### src/rtl/imem_load_controller.sv
// imem_load_controller: sequences loading the instruction memory from a
// word stream, holds the CPU in reset during the load, then hands the IMEM
// read port to the CPU fetch path.
// Optional build macro IMEM_LOAD_CHECKSUM_EN: when defined, checksum is the
// XOR of all words written in the current load; otherwise it is tied to 0.
module imem_load_controller #(
  parameter int unsigned ADDR_WIDTH   = 6,
  parameter int unsigned DATA_WIDTH   = 32,
  parameter int unsigned DRAIN_CYCLES = 2,
  parameter int unsigned TIMEOUT      = 1024
) (
  input  logic                  clk,
  input  logic                  rst,
  input  logic                  start,
  input  logic                  src_valid,
  input  logic [DATA_WIDTH-1:0] src_data,
  input  logic [31:0]           src_addr,
  input  logic                  src_done,
  output logic                  src_rst,
  input  logic [31:0]           cpu_pc,
  output logic [ADDR_WIDTH-1:0] imem_addr,
  output logic                  imem_we,
  output logic [DATA_WIDTH-1:0] imem_wdata,
  output logic                  cpu_rst,
  output logic                  loading,
  output logic                  load_error,
  output logic [ADDR_WIDTH:0]   words_loaded,
  output logic [DATA_WIDTH-1:0] checksum
);

  localparam int unsigned TW  = $clog2(TIMEOUT + 1);
  localparam int unsigned DCW = (DRAIN_CYCLES > 1) ? $clog2(DRAIN_CYCLES) : 1;
  localparam logic [ADDR_WIDTH:0] WORDS_MAX = (ADDR_WIDTH+1)'(2**ADDR_WIDTH);

  typedef enum logic [2:0] {
    S_IDLE, S_FLUSH, S_LOAD, S_DRAIN, S_RUN, S_ERROR
  } state_t;

  state_t                state_q, state_d;
  logic [TW-1:0]         tmo_q, tmo_d;
  logic [DCW-1:0]        drain_q, drain_d;
  logic                  src_rst_q, src_rst_d;
  logic [ADDR_WIDTH-1:0] imem_addr_q, imem_addr_d;
  logic                  imem_we_q, imem_we_d;
  logic [DATA_WIDTH-1:0] imem_wdata_q, imem_wdata_d;
  logic                  cpu_rst_q, cpu_rst_d;
  logic                  loading_q, loading_d;
  logic                  load_error_q, load_error_d;
  logic [ADDR_WIDTH:0]   words_q, words_d;
  logic                  addr_ok;
  logic                  unused_pc_bits;

  assign addr_ok        = (src_addr[31:ADDR_WIDTH] == '0);
  assign unused_pc_bits = ^{cpu_pc[31:ADDR_WIDTH+2], cpu_pc[1:0]};

`ifdef IMEM_LOAD_CHECKSUM_EN
  logic [DATA_WIDTH-1:0] csum_q, csum_d;
`endif

  // Next-state and registered-output computation.
  always_comb begin
    state_d      = state_q;
    tmo_d        = tmo_q;
    drain_d      = drain_q;
    imem_we_d    = 1'b0;
    imem_addr_d  = imem_addr_q;
    imem_wdata_d = imem_wdata_q;
    words_d      = words_q;
`ifdef IMEM_LOAD_CHECKSUM_EN
    csum_d       = csum_q;
`endif
    case (state_q)
      S_IDLE:  if (start) state_d = S_FLUSH;
      S_FLUSH: state_d = S_LOAD;
      S_LOAD: begin
        if (src_valid) begin
          tmo_d = '0;
          if (!addr_ok) begin
            state_d = S_ERROR;
          end else begin
            imem_we_d    = 1'b1;
            imem_addr_d  = src_addr[ADDR_WIDTH-1:0];
            imem_wdata_d = src_data;
            if (words_q != WORDS_MAX) words_d = words_q + (ADDR_WIDTH+1)'(1);
`ifdef IMEM_LOAD_CHECKSUM_EN
            csum_d = csum_q ^ src_data;
`endif
            if (src_done) state_d = S_DRAIN;
          end
        end else if (src_done) begin
          state_d = S_DRAIN;
        end else if (tmo_q == TW'(TIMEOUT - 1)) begin
          state_d = S_ERROR;
        end else begin
          tmo_d = tmo_q + TW'(1);
        end
      end
      // Only cycles with no write in flight count as drain, so a word
      // accepted together with src_done still gets the full settle time.
      S_DRAIN: begin
        if (!imem_we_q) begin
          if (drain_q == DCW'(DRAIN_CYCLES - 1)) state_d = S_RUN;
          else drain_d = drain_q + DCW'(1);
        end
      end
      S_RUN:   if (start) state_d = S_FLUSH;
      S_ERROR: if (start) state_d = S_FLUSH;
      default: state_d = S_IDLE;
    endcase

    if (state_d == S_FLUSH) begin
      words_d = '0;
      tmo_d   = '0;
      drain_d = '0;
`ifdef IMEM_LOAD_CHECKSUM_EN
      csum_d  = '0;
`endif
    end
    if (state_d == S_RUN) imem_addr_d = cpu_pc[ADDR_WIDTH+1:2];

    src_rst_d    = (state_d == S_FLUSH);
    cpu_rst_d    = (state_d != S_RUN);
    loading_d    = (state_d == S_FLUSH) || (state_d == S_LOAD) || (state_d == S_DRAIN);
    load_error_d = (state_d == S_ERROR);
  end

  // State and output registers with synchronous reset.
  always_ff @(posedge clk) begin
    if (rst) begin
      state_q      <= S_IDLE;
      tmo_q        <= '0;
      drain_q      <= '0;
      src_rst_q    <= 1'b0;
      imem_addr_q  <= '0;
      imem_we_q    <= 1'b0;
      imem_wdata_q <= '0;
      cpu_rst_q    <= 1'b1;
      loading_q    <= 1'b0;
      load_error_q <= 1'b0;
      words_q      <= '0;
    end else begin
      state_q      <= state_d;
      tmo_q        <= tmo_d;
      drain_q      <= drain_d;
      src_rst_q    <= src_rst_d;
      imem_addr_q  <= imem_addr_d;
      imem_we_q    <= imem_we_d;
      imem_wdata_q <= imem_wdata_d;
      cpu_rst_q    <= cpu_rst_d;
      loading_q    <= loading_d;
      load_error_q <= load_error_d;
      words_q      <= words_d;
    end
  end

`ifdef IMEM_LOAD_CHECKSUM_EN
  // Running XOR of written words.
  always_ff @(posedge clk) begin
    if (rst) csum_q <= '0;
    else     csum_q <= csum_d;
  end
  assign checksum = csum_q;
`else
  assign checksum = '0;
`endif

  assign src_rst      = src_rst_q;
  assign imem_addr    = imem_addr_q;
  assign imem_we      = imem_we_q;
  assign imem_wdata   = imem_wdata_q;
  assign cpu_rst      = cpu_rst_q;
  assign loading      = loading_q;
  assign load_error   = load_error_q;
  assign words_loaded = words_q;

endmodule

### config.mk
export PLATFORM = sky130hd
export DESIGN_NAME = imem_load_controller
export DESIGN_NICKNAME = d
export VERILOG_FILES = /design/src/rtl/imem_load_controller.sv
export SDC_FILE = /design/constraint.sdc
export NUM_CORES = 1
export LEC_CHECK = 0
export CORE_MARGIN = 2
export CORE_UTILIZATION = 41
export DETAILED_ROUTE_END_ITERATION = 8
export GPL_TIMING_DRIVEN = 0
export PLACE_DENSITY = 0.95
export SLEW_MARGIN = 30
export SYNTH_ARGS = -nofsm -noshare
export SYNTH_HDL_FRONTEND = slang
export SYNTH_SLANG_ARGS = --single-unit
### constraint.sdc
create_clock -name clk -period 4.4 [get_ports clk]
set_clock_uncertainty 0.1 [all_clocks]
set_input_delay 0.44 -clock clk [delete_from_list [all_inputs] [get_ports clk]]
set_output_delay 0.44 -clock clk [all_outputs]
set_load 0.02 [all_outputs]
==> flow_summary.toml <==
[grt]
grt_pass1_wl_mm = 13.35
track_usage_pct = 20.10
antenna_found_initial = 0
grt_pass1_vias = 2872
overflow = 0
grt_max_degree = 13

[worst_setup_path]
reg2reg_slack_ns = 2.28
worstSetupStartpointType = "input pin"
crit_type = "in -> reg"
crit_family = "simple AND/OR/NAND/NOR gates"
r2r_start = "state_q[1]"
cp_slowest_cell = "or4_1"
critical_path.cell_chain = "clkdlybuf4s50_1, nor4_1, nand4_1, or2_1, buf_6, or4_1, nand2_1"
path_max_fanout = 10
path_buf_inv = 2
r2r_end = "words_loaded[4]"
cp.required_ns = 4.58
critPathMaxStageDelay_ns = 0.46
worstRegToRegCells = 7
cp.arrival_ns = 2.53
end_kind = "flop"

[drt]
drt_iter0_drc = 116
vias_per_cell = 4.767
wire_per_inst_um = 13.10
drt-total-wl_mm = 8.307
drc = 0
firstDrtPassIters = 4
ant_nets = 0
vias = 3022

[clock_network]
cts_root_buf = "clkbuf_8"
postCtsResizedCells = 0
numCtsBuffers = 9
clk_pin_slew_ns = 0.07
clockBufferDepth = 2
htreeDepth = 3
insertion_delay_ns = 0.34
cts_tree = "yes"
cts_hold_buf = 0
clock-sinks = 65
post_cts_buffers = 0

[yosys]
synth_edf_count = 0
netlist_area_sq_um = 3052
ys_seq_area_share_pct = 42.64
ys_async_sr_fraction_pct = 0
ys_ff_latch = 65
yosys_warnings = 0
synth_cell_types = 55
synth_area_per_cell_sq_um = 8.361
syn_inst = 365
ys.flop_type = "dfxtp_1"

[sta]
hold_viol_final = 0
maxSlewViolCount = 0
fmax_mhz = 426.0
fin_crit_sh_pct = 53.35
relSlewSlack_pct = 57.69
setup_tns_ns = 0
min_period_ns = 2.348
fin_hold_ws_ns = 0.3527
rsz0062_at_grt = "false"
setup_viol = 0
tightestPinTransition_ns = 0.6303

[finish]
layout-drive-gt1-share_pct = 11.78
areaGrowthSynthToFinish_pct = 53.83
finalNonFillerCells = 634
diodes = 0
final_common_cell = "clkdlybuf4s50_1"
fin_area_sq_um = 4695
finalNetCount = 634
layout_common_cells = "clkdlybuf4s50_1 (123), nand2_1 (74), dfxtp_1 (65)"

[placed_design]
numPlacedInstances = 618
port_buffers = 123
place_hpwl_mm = 6.517
dpl_cell_area_sq_um = 4523
place_congestion = 0.8530

[floorplan]
core_area_sq_um = 7214
rows = 31
io_pins = 183
initial_core_util_pct = 42.30
fp.dieH_um = 90.28
fp.dieW_um = 90.28
die_area_sq_um = 8150

[pwr]
totalPowerFinal_mw = 1.213
power.density_nw_per_um2 = 258.4
ir_worst_vdd_mv = 0.2006
p_leak_nw = 1.717

[worst_hold_path]
min_path_type = "reg -> reg"
hold_path.startpoint = "imem_wdata[4]"
holdPathStages = 2
hold-path-endpoint = "imem_wdata[4]"

[status]
run_status = "finished clean"

[job]
maxCapViolations = 0
synthesized netlist by cell type, types with 2 or more instances:
| cell type | n | area (sq um) |
|---|---|---|
| nand2b_1 | 2 | 12.51 |
| inv_1 | 9 | 33.78 |
| nand3_1 | 7 | 35.03 |
| xnor2_1 | 3 | 26.28 |
| a21oi_1 | 37 | 185.2 |
| buf_6 | 2 | 22.52 |
| ha_1 | 3 | 37.54 |
| mux2i_1 | 8 | 80.08 |
| nand4_1 | 6 | 37.54 |
| o22ai_1 | 2 | 12.51 |
| buf_4 | 36 | 270.3 |
| clkbuf_1 | 11 | 41.29 |
| nand2_1 | 74 | 277.8 |
| o2bb2ai_1 | 6 | 52.55 |
| nor4_1 | 8 | 50.05 |
| o211ai_1 | 4 | 30.03 |
| or3_1 | 2 | 12.51 |
| a41oi_1 | 2 | 17.52 |
| nor2b_1 | 2 | 12.51 |
| and4_1 | 2 | 17.52 |
| and3b_1 | 3 | 26.28 |
| or4_1 | 2 | 15.01 |
| o21ai_0 | 3 | 15.01 |
| nor3_1 | 2 | 10.01 |
| o31ai_1 | 3 | 22.52 |
| a31oi_1 | 2 | 12.51 |
| xor2_1 | 7 | 61.31 |
| a22oi_1 | 2 | 15.01 |
| nor2_1 | 25 | 93.84 |
| dfxtp_1 | 65 | 1301 |
worst max-delay path by stage:
stage,start,end,cells past startpoint
CTS,src_addr[15],words_loaded[4],7
global route,src_addr[15],imem_wdata[22],8
floorplan,src_addr[20],words_loaded[4],6
detailed placement,src_addr[15],words_loaded[4],7
finish,src_addr[15],words_loaded[4],7
global placement,src_addr[12],words_loaded[4],7
final cells by class:
type | instances | area [sq um]
repair buffers | 123 | 1231
well taps | 99 | 123.9
clock buffers | 9 | 123.9
clock inverters | 7 | 47.55
inverters | 9 | 33.78
flip-flops and latches | 65 | 1301
fillers | 619 | 2520
plain buffers | 51 | 342.8
multi-input cells | 271 | 1490
metrics by stage:
step           setup slack [ns]  util [%]
6_report                  2.052     65.07
5_1_grt                   1.919     65.07
4_1_cts                   2.082     65.07
3_5_place_dp              1.709     62.70
3_3_place_gp              1.760     62.70
2_1_floorplan             2.366         -
routing by layer:
metal	part of all wire, %	GRT usage, %	vias up
li1	-	-	1525
met2	56	39.04	101
met5	0	0	-
met3	5.4	5.927	10
met4	0.94	6.154	0
met1	38	20.50	1386
where the power goes:
part | internal [mW] | switching (mW)
registers | 0.593 | 0.00276
logic | 0.0993 | 0.0815
clock network | 0.203 | 0.234
total | 0.895 | 0.318
sequential cells by signal, summed over array words and instances, names as in the netlist:
name and flops:
words_loaded 7, load_error 1, imem_wdata 32, cpu_rst 1, src_rst 1, imem_addr 6, tmo_q 11, imem_we 1
drain_q 1, state_q 3, loading 1
tightest hold or removal path: cells and delay by family (launching register included):
family             cells  cell delay, ns
and+or+nand+nor        1            0.05
DFF                    1            0.31
AOI/OAI and AO/OA      1            0.05
logic make-up after synthesis:
kind of cell / Yosys count / share of synthesized area (%)
compound gates: 68 / 13.82
xor+xnor: 10 / 2.870
fa+ha+maj: 3 / 1.230
buf+inv: 60 / 12.34
flops: 65 / 42.64
mux: 8 / 2.624
other cells: 1 / 0.1229
simple gates: 150 / 24.36
No activity file was read; power rests on OpenSTA's default activity.
